$ cat config.mk
export PLATFORM = sky130hd
export DESIGN_NAME = chirp_capture_sequencer_flat
export DESIGN_NICKNAME = d
export VERILOG_FILES = /design/src/rtl/chirp_capture_sequencer_if.sv /design/src/rtl/chirp_capture_sequencer.sv /design/src/flat_wrapper.sv
export SDC_FILE = /design/constraint.sdc
export NUM_CORES = 1
export LEC_CHECK = 0
export BUFFER_PORTS_ARGS = -buffer_cell sky130_fd_sc_hd__buf_2
export CORE_ASPECT_RATIO = 0.6
export CORE_MARGIN = 10
export CORE_UTILIZATION = 49
export CTS_CLUSTER_SIZE = 10
export DETAILED_ROUTE_END_ITERATION = 8
export PLACE_DENSITY_LB_ADDON = 0.3
export SYNTH_ARGS = -nofsm -noshare
export SYNTH_HDL_FRONTEND = slang
export SYNTH_SLANG_ARGS = --single-unit
$ cat constraint.sdc
create_clock -name aclk -period 11.45 [get_ports aclk]
set_input_delay 1.145 -clock aclk [delete_from_list [all_inputs] [get_ports aclk]]
set_output_delay 1.145 -clock aclk [all_outputs]
set_load 0.01 [all_outputs]
$ cat src/rtl/chirp_capture_sequencer_if.sv
// Datapath-side signals between the pulse sequencer and the chirp DDS / ADC capture path.
interface chirp_capture_sequencer_if;
    logic chirp_init;
    logic chirp_enable;
    logic adc_enable;
    logic chirp_ready;
    logic chirp_done;
    logic fifo_almost_full;

    modport master (
        output chirp_init, chirp_enable, adc_enable,
        input  chirp_ready, chirp_done, fifo_almost_full
    );

    modport slave (
        input  chirp_init, chirp_enable, adc_enable,
        output chirp_ready, chirp_done, fifo_almost_full
    );
endinterface

$ cat src/rtl/chirp_capture_sequencer.sv
// Pulse-train sequencer: arms and fires the chirp DDS, opens a delayed ADC window,
// and holds the pulse-repetition period; skips pulses while the ADC FIFO is near full.
module chirp_capture_sequencer #(
    parameter int CNT_W       = 32,
    parameter int PCNT_W      = 16,
    parameter int RDY_TIMEOUT = 1024
) (
    input  logic              aclk,
    input  logic              aresetn,
    input  logic              start,
    input  logic              abort,
    input  logic [PCNT_W-1:0] cfg_num_pulses,
    input  logic [CNT_W-1:0]  cfg_prp,
    input  logic [CNT_W-1:0]  cfg_adc_delay,
    input  logic [CNT_W-1:0]  cfg_adc_len,
    chirp_capture_sequencer_if.master dp,
    output logic              busy,
    output logic              seq_done,
    output logic              err_timeout,
    output logic [PCNT_W-1:0] pulse_count,
    output logic [PCNT_W-1:0] skip_count
);
    localparam int TMO_W = (RDY_TIMEOUT > 1) ? $clog2(RDY_TIMEOUT) : 1;

    typedef enum logic [2:0] {
        IDLE, ARM, WAIT_RDY, FIRE, RUN, GAP, DONE
    } state_t;

    state_t state, state_nx;

    logic [PCNT_W-1:0] num_q;
    logic [CNT_W-1:0]  prp_q, dly_q, len_q;
    logic [CNT_W-1:0]  p_q, d_q;
    logic [TMO_W-1:0]  tmo_q;
    logic              chirp_act;

    logic init_o, ce_o, adc_o;
    logic go, fire_ok, skip, tmo_hit, tmo_ev;
    logic p_end, more, in_win, win_over, active;

    assign go       = (state == IDLE) && start && !abort;
    assign fire_ok  = (state == FIRE) && !dp.fifo_almost_full;
    assign skip     = (state == FIRE) && dp.fifo_almost_full;
    assign tmo_hit  = tmo_q == TMO_W'(RDY_TIMEOUT - 1);
    assign tmo_ev   = (state == WAIT_RDY) && !dp.chirp_ready
                    && tmo_hit && !abort;
    assign p_end    = p_q >= (prp_q - 1'b1);
    assign more     = (num_q == '0) || (pulse_count != num_q);
    assign active   = (state != IDLE) && (state != DONE);

    // D counts from the chirp_enable rise; the window is [delay, delay+len).
    assign in_win   = (len_q != '0) && (d_q >= dly_q)
                    && ((d_q - dly_q) < len_q);
    assign win_over = (len_q == '0)
                    || ((d_q >= dly_q) && ((d_q - dly_q) >= len_q));

    always_ff @(posedge aclk or negedge aresetn) begin
        if (!aresetn) state <= IDLE;
        else          state <= state_nx;
    end

    always_comb begin
        state_nx = state;
        init_o   = 1'b0;
        ce_o     = 1'b0;
        adc_o    = 1'b0;
        seq_done = 1'b0;
        unique case (state)
            IDLE: if (go) state_nx = ARM;
            ARM: begin
                init_o   = 1'b1;
                state_nx = WAIT_RDY;
            end
            WAIT_RDY: begin
                if (dp.chirp_ready) begin
                    state_nx = FIRE;
                end else if (tmo_hit) begin
                    seq_done = 1'b1;
                    state_nx = IDLE;
                end
            end
            FIRE: begin
                if (dp.fifo_almost_full) begin
                    state_nx = GAP;
                end else begin
                    ce_o     = 1'b1;
                    adc_o    = in_win;
                    state_nx = RUN;
                end
            end
            RUN: begin
                ce_o  = chirp_act;
                adc_o = in_win;
                if (!chirp_act && win_over) state_nx = GAP;
            end
            GAP: begin
                if (p_end) begin
                    if (more) begin
                        state_nx = ARM;
                    end else begin
                        seq_done = 1'b1;
                        state_nx = IDLE;
                    end
                end
            end
            DONE: begin
                seq_done = 1'b1;
                state_nx = IDLE;
            end
            default: state_nx = IDLE;
        endcase
        // Abort reports through DONE so seq_done fires exactly once.
        if (abort && active) begin
            seq_done = 1'b0;
            state_nx = DONE;
        end
    end

    always_ff @(posedge aclk or negedge aresetn) begin
        if (!aresetn) begin
            num_q       <= '0;
            prp_q       <= '0;
            dly_q       <= '0;
            len_q       <= '0;
            p_q         <= '0;
            d_q         <= '0;
            tmo_q       <= '0;
            chirp_act   <= 1'b0;
            err_timeout <= 1'b0;
            pulse_count <= '0;
            skip_count  <= '0;
        end else begin
            if (go) begin
                num_q       <= cfg_num_pulses;
                prp_q       <= cfg_prp;
                dly_q       <= cfg_adc_delay;
                len_q       <= cfg_adc_len;
                err_timeout <= 1'b0;
                pulse_count <= '0;
                skip_count  <= '0;
            end
            if (state_nx == ARM)
                p_q <= '0;
            else if (state != IDLE && p_q != '1)
                p_q <= p_q + 1'b1;
            if (state == ARM)
                tmo_q <= '0;
            else if (state == WAIT_RDY)
                tmo_q <= tmo_q + 1'b1;
            if (state == ARM)
                d_q <= '0;
            else if ((state == FIRE || state == RUN) && d_q != '1)
                d_q <= d_q + 1'b1;
            if (fire_ok)
                chirp_act <= 1'b1;
            else if (state == RUN && dp.chirp_done)
                chirp_act <= 1'b0;
            if (state_nx == DONE || state_nx == IDLE)
                chirp_act <= 1'b0;
            if (fire_ok && pulse_count != '1)
                pulse_count <= pulse_count + 1'b1;
            if (skip && skip_count != '1)
                skip_count <= skip_count + 1'b1;
            if (tmo_ev)
                err_timeout <= 1'b1;
        end
    end

    assign busy            = state != IDLE;
    assign dp.chirp_init   = init_o;
    assign dp.chirp_enable = ce_o;
    assign dp.adc_enable   = adc_o;
endmodule

$ cat src/flat_wrapper.sv
// flat-port wrapper written by rule: the top's interface ports become plain ports
module chirp_capture_sequencer_flat 
#(
    parameter int CNT_W       = 32,
    parameter int PCNT_W      = 16,
    parameter int RDY_TIMEOUT = 1024
)
  (aclk, aresetn, start, abort, cfg_num_pulses, cfg_prp, cfg_adc_delay, cfg_adc_len, busy, seq_done, err_timeout, pulse_count, skip_count, dp_chirp_init, dp_chirp_enable, dp_adc_enable, dp_chirp_ready, dp_chirp_done, dp_fifo_almost_full);
  chirp_capture_sequencer_if dp_i ();
  input  logic aclk;
  input  logic aresetn;
  input  logic start;
  input  logic abort;
  input  logic [PCNT_W-1:0] cfg_num_pulses;
  input  logic [CNT_W-1:0] cfg_prp;
  input  logic [CNT_W-1:0] cfg_adc_delay;
  input  logic [CNT_W-1:0] cfg_adc_len;
  output logic busy;
  output logic seq_done;
  output logic err_timeout;
  output logic [PCNT_W-1:0] pulse_count;
  output logic [PCNT_W-1:0] skip_count;
  output wire logic [$bits(dp_i.chirp_init)-1:0] dp_chirp_init;
  output wire logic [$bits(dp_i.chirp_enable)-1:0] dp_chirp_enable;
  output wire logic [$bits(dp_i.adc_enable)-1:0] dp_adc_enable;
  input wire logic [$bits(dp_i.chirp_ready)-1:0] dp_chirp_ready;
  input wire logic [$bits(dp_i.chirp_done)-1:0] dp_chirp_done;
  input wire logic [$bits(dp_i.fifo_almost_full)-1:0] dp_fifo_almost_full;
  assign dp_chirp_init = dp_i.chirp_init;
  assign dp_chirp_enable = dp_i.chirp_enable;
  assign dp_adc_enable = dp_i.adc_enable;
  assign dp_i.chirp_ready = dp_chirp_ready;
  assign dp_i.chirp_done = dp_chirp_done;
  assign dp_i.fifo_almost_full = dp_fifo_almost_full;
  chirp_capture_sequencer #(.CNT_W(CNT_W), .PCNT_W(PCNT_W), .RDY_TIMEOUT(RDY_TIMEOUT)) u_core (.aclk(aclk), .aresetn(aresetn), .start(start), .abort(abort), .cfg_num_pulses(cfg_num_pulses), .cfg_prp(cfg_prp), .cfg_adc_delay(cfg_adc_delay), .cfg_adc_len(cfg_adc_len), .dp(dp_i), .busy(busy), .seq_done(seq_done), .err_timeout(err_timeout), .pulse_count(pulse_count), .skip_count(skip_count));
endmodule
Word level (Yosys, flattened, before mapping)
Cells that the tools add are included.
{"block": "word_totals", "register_bits": 223, "input_bits": 119, "out_inout_bits": 38, "word_cells": 111}
{"block": "op_classes", "addsub": 7, "n_lt_le_gt_ge": 4, "eq_ne": 15, "mux": 34, "reduce_logical": 39}
{"cell": "two-way mux 32 bit", "n": 4}
{"cell": ">= comparator 32 bit", "n": 3}
{"cell": "adder 32 x 1 -> 32 bit (second input constant)", "n": 2}
{"cell": "!= test 32 bit (second input constant)", "n": 2}
{"cell": "two-way mux 16 bit", "n": 3}
{"cell": "adder 16 x 1 -> 16 bit (second input constant)", "n": 2}
{"cell": "logical NOT 32 bit", "n": 1}
{"cell": "< comparator 32 bit", "n": 1}
{"cell": "!= test 16 bit (second input constant)", "n": 2}
{"cell": "nonzero test 32 bit", "n": 1}
{"cell": "subtractor 32 x 1 -> 32 bit (second input constant)", "n": 1}
{"cell": "subtractor 32 bit", "n": 1}
{"cell": "two-way mux 10 bit", "n": 2}
{"cell": "logical AND 1 bit", "n": 18}
{"cell": "two-way mux 3 bit", "n": 6}
{"cell": "case mux 3 bit (6 select lines)", "n": 1}
{"cell": "logical NOT 16 bit", "n": 1}
{"cell": "!= test 16 bit", "n": 1}
{"cell": "two-way mux 1 bit", "n": 15}
{"cell": "equality test 3 bit (second input constant)", "n": 4}
{"cell": "nonzero test 2 bit", "n": 6}
{"cell": "adder 10 x 1 -> 10 bit (second input constant)", "n": 1}
{"cell": "equality test 10 bit (second input constant)", "n": 1}
{"cell": "equality test 3 x 1 -> 1 bit (second input constant)", "n": 2}
{"cell": "other kinds (8)", "n": 18}

Longest topological paths before layout
{"block": "logic_depth", "depth_word": 11, "ltp_mapped": 17, "depth_no_buf": 17}

Worst setup path after synthesis
Ideal clock, no wire load.
{"block": "synth_path", "path_kind": "register to output", "startpoint": "register u_core.d_q[0]", "endpoint": "output port dp_adc_enable", "arrival_ns": 3.679, "t_required_ns": 10.305, "slack_ns": 6.626, "path_stages_with_launch": 18, "n_path_buf": 0, "path_cell_list": "dfrtp_1 > inv_1 > ha_1 > fa_1 > nor2b_1 > o31ai_1 > a31o_2 > a21boi_0 > o21ai_0 > and2_1 > a311oi_1 > ha_1 > a21oi_1 > a21boi_0 > o311ai_0 > o311a_1 > o311ai_0 > a21oi_1"}
{"block": "synth_between", "elab_chain_len": 5, "word_cells_on_any_way": 7, "classes_between": "add/sub (1); order compare (2); mux (2); reduce/logical (2)"}
{"item": "start: declaration", "line": "chirp_capture_sequencer.sv:33", "rtl": "logic [CNT_W-1:0] p_q, d_q;"}
{"item": "start signal: assignment", "line": "chirp_capture_sequencer.sv:153", "rtl": "d_q <= d_q + 1'b1;"}
{"item": "subtractor 32 bit or >= comparator 32 bit (tied branches)", "line": "chirp_capture_sequencer.sv:53, chirp_capture_sequencer.sv:52"}
{"item": "< comparator 32 bit or logical AND 1 bit (tied branches)", "line": "chirp_capture_sequencer.sv:53, chirp_capture_sequencer.sv:52"}
{"item": "logical AND 1 bit (*)", "line": "chirp_capture_sequencer.sv:53", "rtl": "&& ((d_q - dly_q) < len_q);"}
{"item": "two-way mux 1 bit", "line": "chirp_capture_sequencer.sv:83", "rtl": "if (dp.fifo_almost_full) begin"}
{"item": "case mux 1 bit (2 select lines) (*)", "line": "chirp_capture_sequencer.sv:68", "rtl": "unique case (state)"}
{"item": "end: declaration", "line": "flat_wrapper.sv:25", "rtl": "output wire logic [$bits(dp_i.adc_enable)-1:0] dp_adc_enable;"}
Every way passes the cells marked *; elsewhere a longest branch is shown, timed or not.

Worst setup path in the final report
{"block": "layout_path", "startpoint": "register u_core.prp_q[11]", "endpoint": "output port seq_done"}
{"block": "layout_between", "elab_chain_len": 5}
{"item": "start: declaration", "line": "chirp_capture_sequencer.sv:32", "rtl": "logic [CNT_W-1:0] prp_q, dly_q, len_q;"}
{"item": "start signal: assignment", "line": "chirp_capture_sequencer.sv:135", "rtl": "prp_q <= cfg_prp;"}
{"item": "subtractor 32 x 1 -> 32 bit", "line": "chirp_capture_sequencer.sv:47", "rtl": "assign p_end = p_q >= (prp_q - 1'b1);"}
{"item": ">= comparator 32 bit", "line": "chirp_capture_sequencer.sv:47"}
{"item": "two-way mux 1 bit", "line": "chirp_capture_sequencer.sv:97", "rtl": "if (p_end) begin"}
{"item": "case mux 1 bit (3 select lines)", "line": "chirp_capture_sequencer.sv:68"}
{"item": "two-way mux 1 bit", "line": "chirp_capture_sequencer.sv:113", "rtl": "if (abort && active) begin"}
{"item": "end: declaration", "line": "flat_wrapper.sv:19", "rtl": "output logic seq_done;"}
No other way between the ends.

==> results.md <==
* Status: finished, final reports clean
* Worst-Margin Slew at 917 ps
* Maxcap violations at 0
* Die ar. at 36000 um^2
* Post-detail-place hpwl at 31.1 mm
* H-tree depth at 1
* Type of the worst setup path: reg2out
* Post-Layout Cell Count at 2169
* GP Congestion at 0.928
* Ys flop type: dfrtp_1
* Gr ovfl total at 0
* Clock Path Buffers at 3
* Psw at 1.58 mW
* # rows at 47
* Detailed Route WL at 40.4 mm
* Maximum vdd drop at 0.0907 mV
* Worst reg-to-reg path cell count at 15
* Fmax achieved at 0.160 GHz
* DRC at 0
* Post-route minimum period at 6250 ps
* Hold-fix buffers, CTS at 0
* Max Clock Skew at 13.3 ps
* GR peak layer: met1
* Internal power at 2.13 mW
* Fraction of met3 tracks used by global routing at 4.01%
* TritonCTS Buffers at 26
* Final-report hold violation count at 0
* Die X at 238 um
* CTS tree: built
* Sw Share at 42.6%
* Worst Path Arrival at 5110 ps
* Max-slew violations at 0
* Commonest cells after routing, fill and taps aside: nand2_1, dfrtp_1, buf_2
* CP top delay family: simple AND/OR/NAND/NOR gates
* CP max FO at 6
* Initial antenna violation count at 1
* Slowest-stage cell, CP: or4_4
* P&R area growth vs syn at 12.9%
* GRT Total Usage at 22.1%
* Post-synth cell types at 69
* Commonest non-fill, non-tap cell in the layout: nand2_1
* Fin nets at 2021
* Timing endpoint of the critical path: seq_done
* FF+latch count, synth at 223
* RSZ-0062 raised after global routing: no
* Fill count at 2605
* Slew headroom at 38.4%
* Worst r2r dst: u_core.p_q[28]$_DFFE_PN0P_
* Height of the die at 151 um
* Yosys warning count at 0
* Vias in the first global route at 11900
* Post-synthesis sequential area ratio at 39.8%
* Setup Viol. Count Final at 0
* Grt met2 use at 30.6%
* First-pass GRT wire length at 64.6 mm
* Detailed Route Iter0 Violations at 1286
* Buf/Inv on CP at 1
* Initial Util at 50.3%
* Critical Path Sink Type: output port
* DR pass1 iterations at 6
* R2R Setup Slk at 6520 ps
* Setup crit start: u_core.prp_q[11]$_DFFE_PN0P_
* Largest net degree at the start of global routing at 94
* Post-synth EDFFs at 0
* Number of port buffers at 156
* Launch point of the worst reg-to-reg path: u_core.prp_q[11]$_DFFE_PN0P_
* Critical Path Source Type: flip-flop
* Setup_tns at 0 ps
* Leakage at 7.54 nW
* Reg power frac at 35.3%
* WP depth at 16
* CP Cell Sequence: or4_4 -> nor3_2 -> nand3b_1 -> nor3_2 -> nand2b_1 -> nor4_1 -> xnor2_1 -> ha_1 -> nand4_1 -> nor4_1 -> o211ai_1 -> nor2_1 -> nor2_1 -> o32a_1 -> o21ai_0 -> buf_2
* Via count at 12500
* Syn Nets at 1879
* Fraction of layout cells with a size suffix above 1 at 11.9%
* Clock power frac at 19.8%
* Antenna Nets Post-Route at 0
* Cell count after placement at 2138
* CP required at 10310 ps
* Syn Std Cell Area at 14000 um^2
* Comb power frac at 44.9%
* I/O Pins at 157
* FFs w/ async S/R, synth at 100%
* Grt met1 use at 34.4%
* DR WL/cell at 18.6 um
* Vias per cell at 5.76
* CTS root buffer: clkbuf_16
* HP Class: reg2reg
* Placeable Area at 27900 um^2
* Post-CTS setup buffer count at 0
* Final Cycle Share at 54.6%
* Syn Inst Count at 1657
* CTS Sinks at 223
* Cts repair resizes at 0
* Critical path's largest stage delay at 580 ps
* Clock latency at the later pin of the worst-skew pair at 540 ps
* Clock slew at reported path FFs at 60 ps
* Syn_area_per_cell at 8.46 um^2
* Pwr per Cell Area at 234 nW/um^2
synth_stat cells (7+ instances only):
library cell	count	area, um^2
nor2_1	145	544
a21o_1	13	97.6
and3_1	24	150
nand2b_1	10	62.6
nand3_1	73	365
inv_1	92	345
nor4_1	29	181
xor2_1	61	534
o21a_1	8	60.1
mux2i_1	7	70.1
nor3_1	30	150
o211ai_1	8	60.1
a211oi_1	7	52.6
xnor2_1	74	648
ha_1	102	1280
nor2b_1	13	81.3
a21oi_1	70	350
buf_2	9	45.0
nand2_1	317	1190
dfrtp_1	223	5580
and2_1	10	62.6
and4_1	11	96.3
clkbuf_1	36	135
nand4_1	47	294
o21ai_0	134	671
area by class of cell:
cell class / instances / area [um^2] / share of cell area, %
antenna: 1 / 2.50 / 0.0158
clock buffer: 29 / 683 / 4.32
clock inverter: 1 / 7.51 / 0.0475
inverter: 92 / 345 / 2.18
multi-input combinational: 1295 / 7910 / 50.0
sequential: 223 / 5580 / 35.3
tap: 367 / 459 / 2.90
timing repair buffer: 161 / 828 / 5.24
power by group through the flow:
stage / combinational, mW / clock (mW) / sequential [mW]
after CTS: 1.64 / 0.743 / 1.30
after global placement: 1.56 / 0 / 1.30
after detailed placement: 1.63 / 0 / 1.31
after floorplan: 1.21 / 0 / 1.24
final: 1.66 / 0.733 / 1.31
after global routing: 1.88 / 0.773 / 1.35
through the flow:
step | hold slack [ps] | util (%) | power, mW | setup slack (ps) | area (um^2)
2_1_floorplan | 450 | - | 2.44 | 6630 | 14000
3_3_place_gp | 463 | 54.3 | 2.86 | 5810 | 15100
3_5_place_dp | 471 | 54.3 | 2.94 | 5800 | 15100
4_1_cts | 483 | 56.7 | 3.69 | 5220 | 15800
5_1_grt | 530 | 56.7 | 4.00 | 4790 | 15800
6_report | 472 | 56.7 | 3.70 | 5200 | 15800
routing by layer:
layer / up-vias / wire length, um
met4: 0 / 852
met1: 5938 / 20100
met3: 55 / 3400
met5: - / 0
met2: 483 / 16100
li1: 6024 / -
cells by family after synthesis:
kind of cell / synth area share (%)
flops: 39.8
xor+xnor: 8.44
fa+ha+maj: 9.25
simple gates: 25.2
compound gates: 12.9
mux: 0.500
buf+inv: 3.80
tightest hold or removal path: stages (launching register included):
cell	delay (ps)
dfrtp_1	340
nand2_1	50
o31ai_1	50
how the worst min path moves through the flow:
stage / from / to / slack (ps) / depth (start not counted)
finish: u_core.err_timeout$_DFFE_PN0P_ / u_core.err_timeout$_DFFE_PN0P_ / 470 / 2
global placement: u_core.err_timeout$_DFFE_PN0P_ / u_core.err_timeout$_DFFE_PN0P_ / 460 / 2
global route: u_core.tmo_q[7]$_DFFE_PN0P_ / u_core.tmo_q[7]$_DFFE_PN0P_ / 530 / 1
floorplan: u_core.dly_q[0]$_DFFE_PN0P_ / u_core.dly_q[0]$_DFFE_PN0P_ / 450 / 2
detailed placement: u_core.err_timeout$_DFFE_PN0P_ / u_core.err_timeout$_DFFE_PN0P_ / 470 / 2
CTS: u_core.err_timeout$_DFFE_PN0P_ / u_core.err_timeout$_DFFE_PN0P_ / 480 / 2
registers in the layout, indices dropped and copies added, names as in the netlist:
signal,cells
u_core.state,3
u_core.chirp_act,1
u_core.err_timeout,1
u_core.d_q,32
u_core.pulse_count,16
u_core.dly_q,32
u_core.p_q,32
u_core.num_q,16
u_core.skip_count,16
u_core.prp_q,32
u_core.tmo_q,10
u_core.len_q,32
No activity file was read; power rests on OpenSTA's default activity.
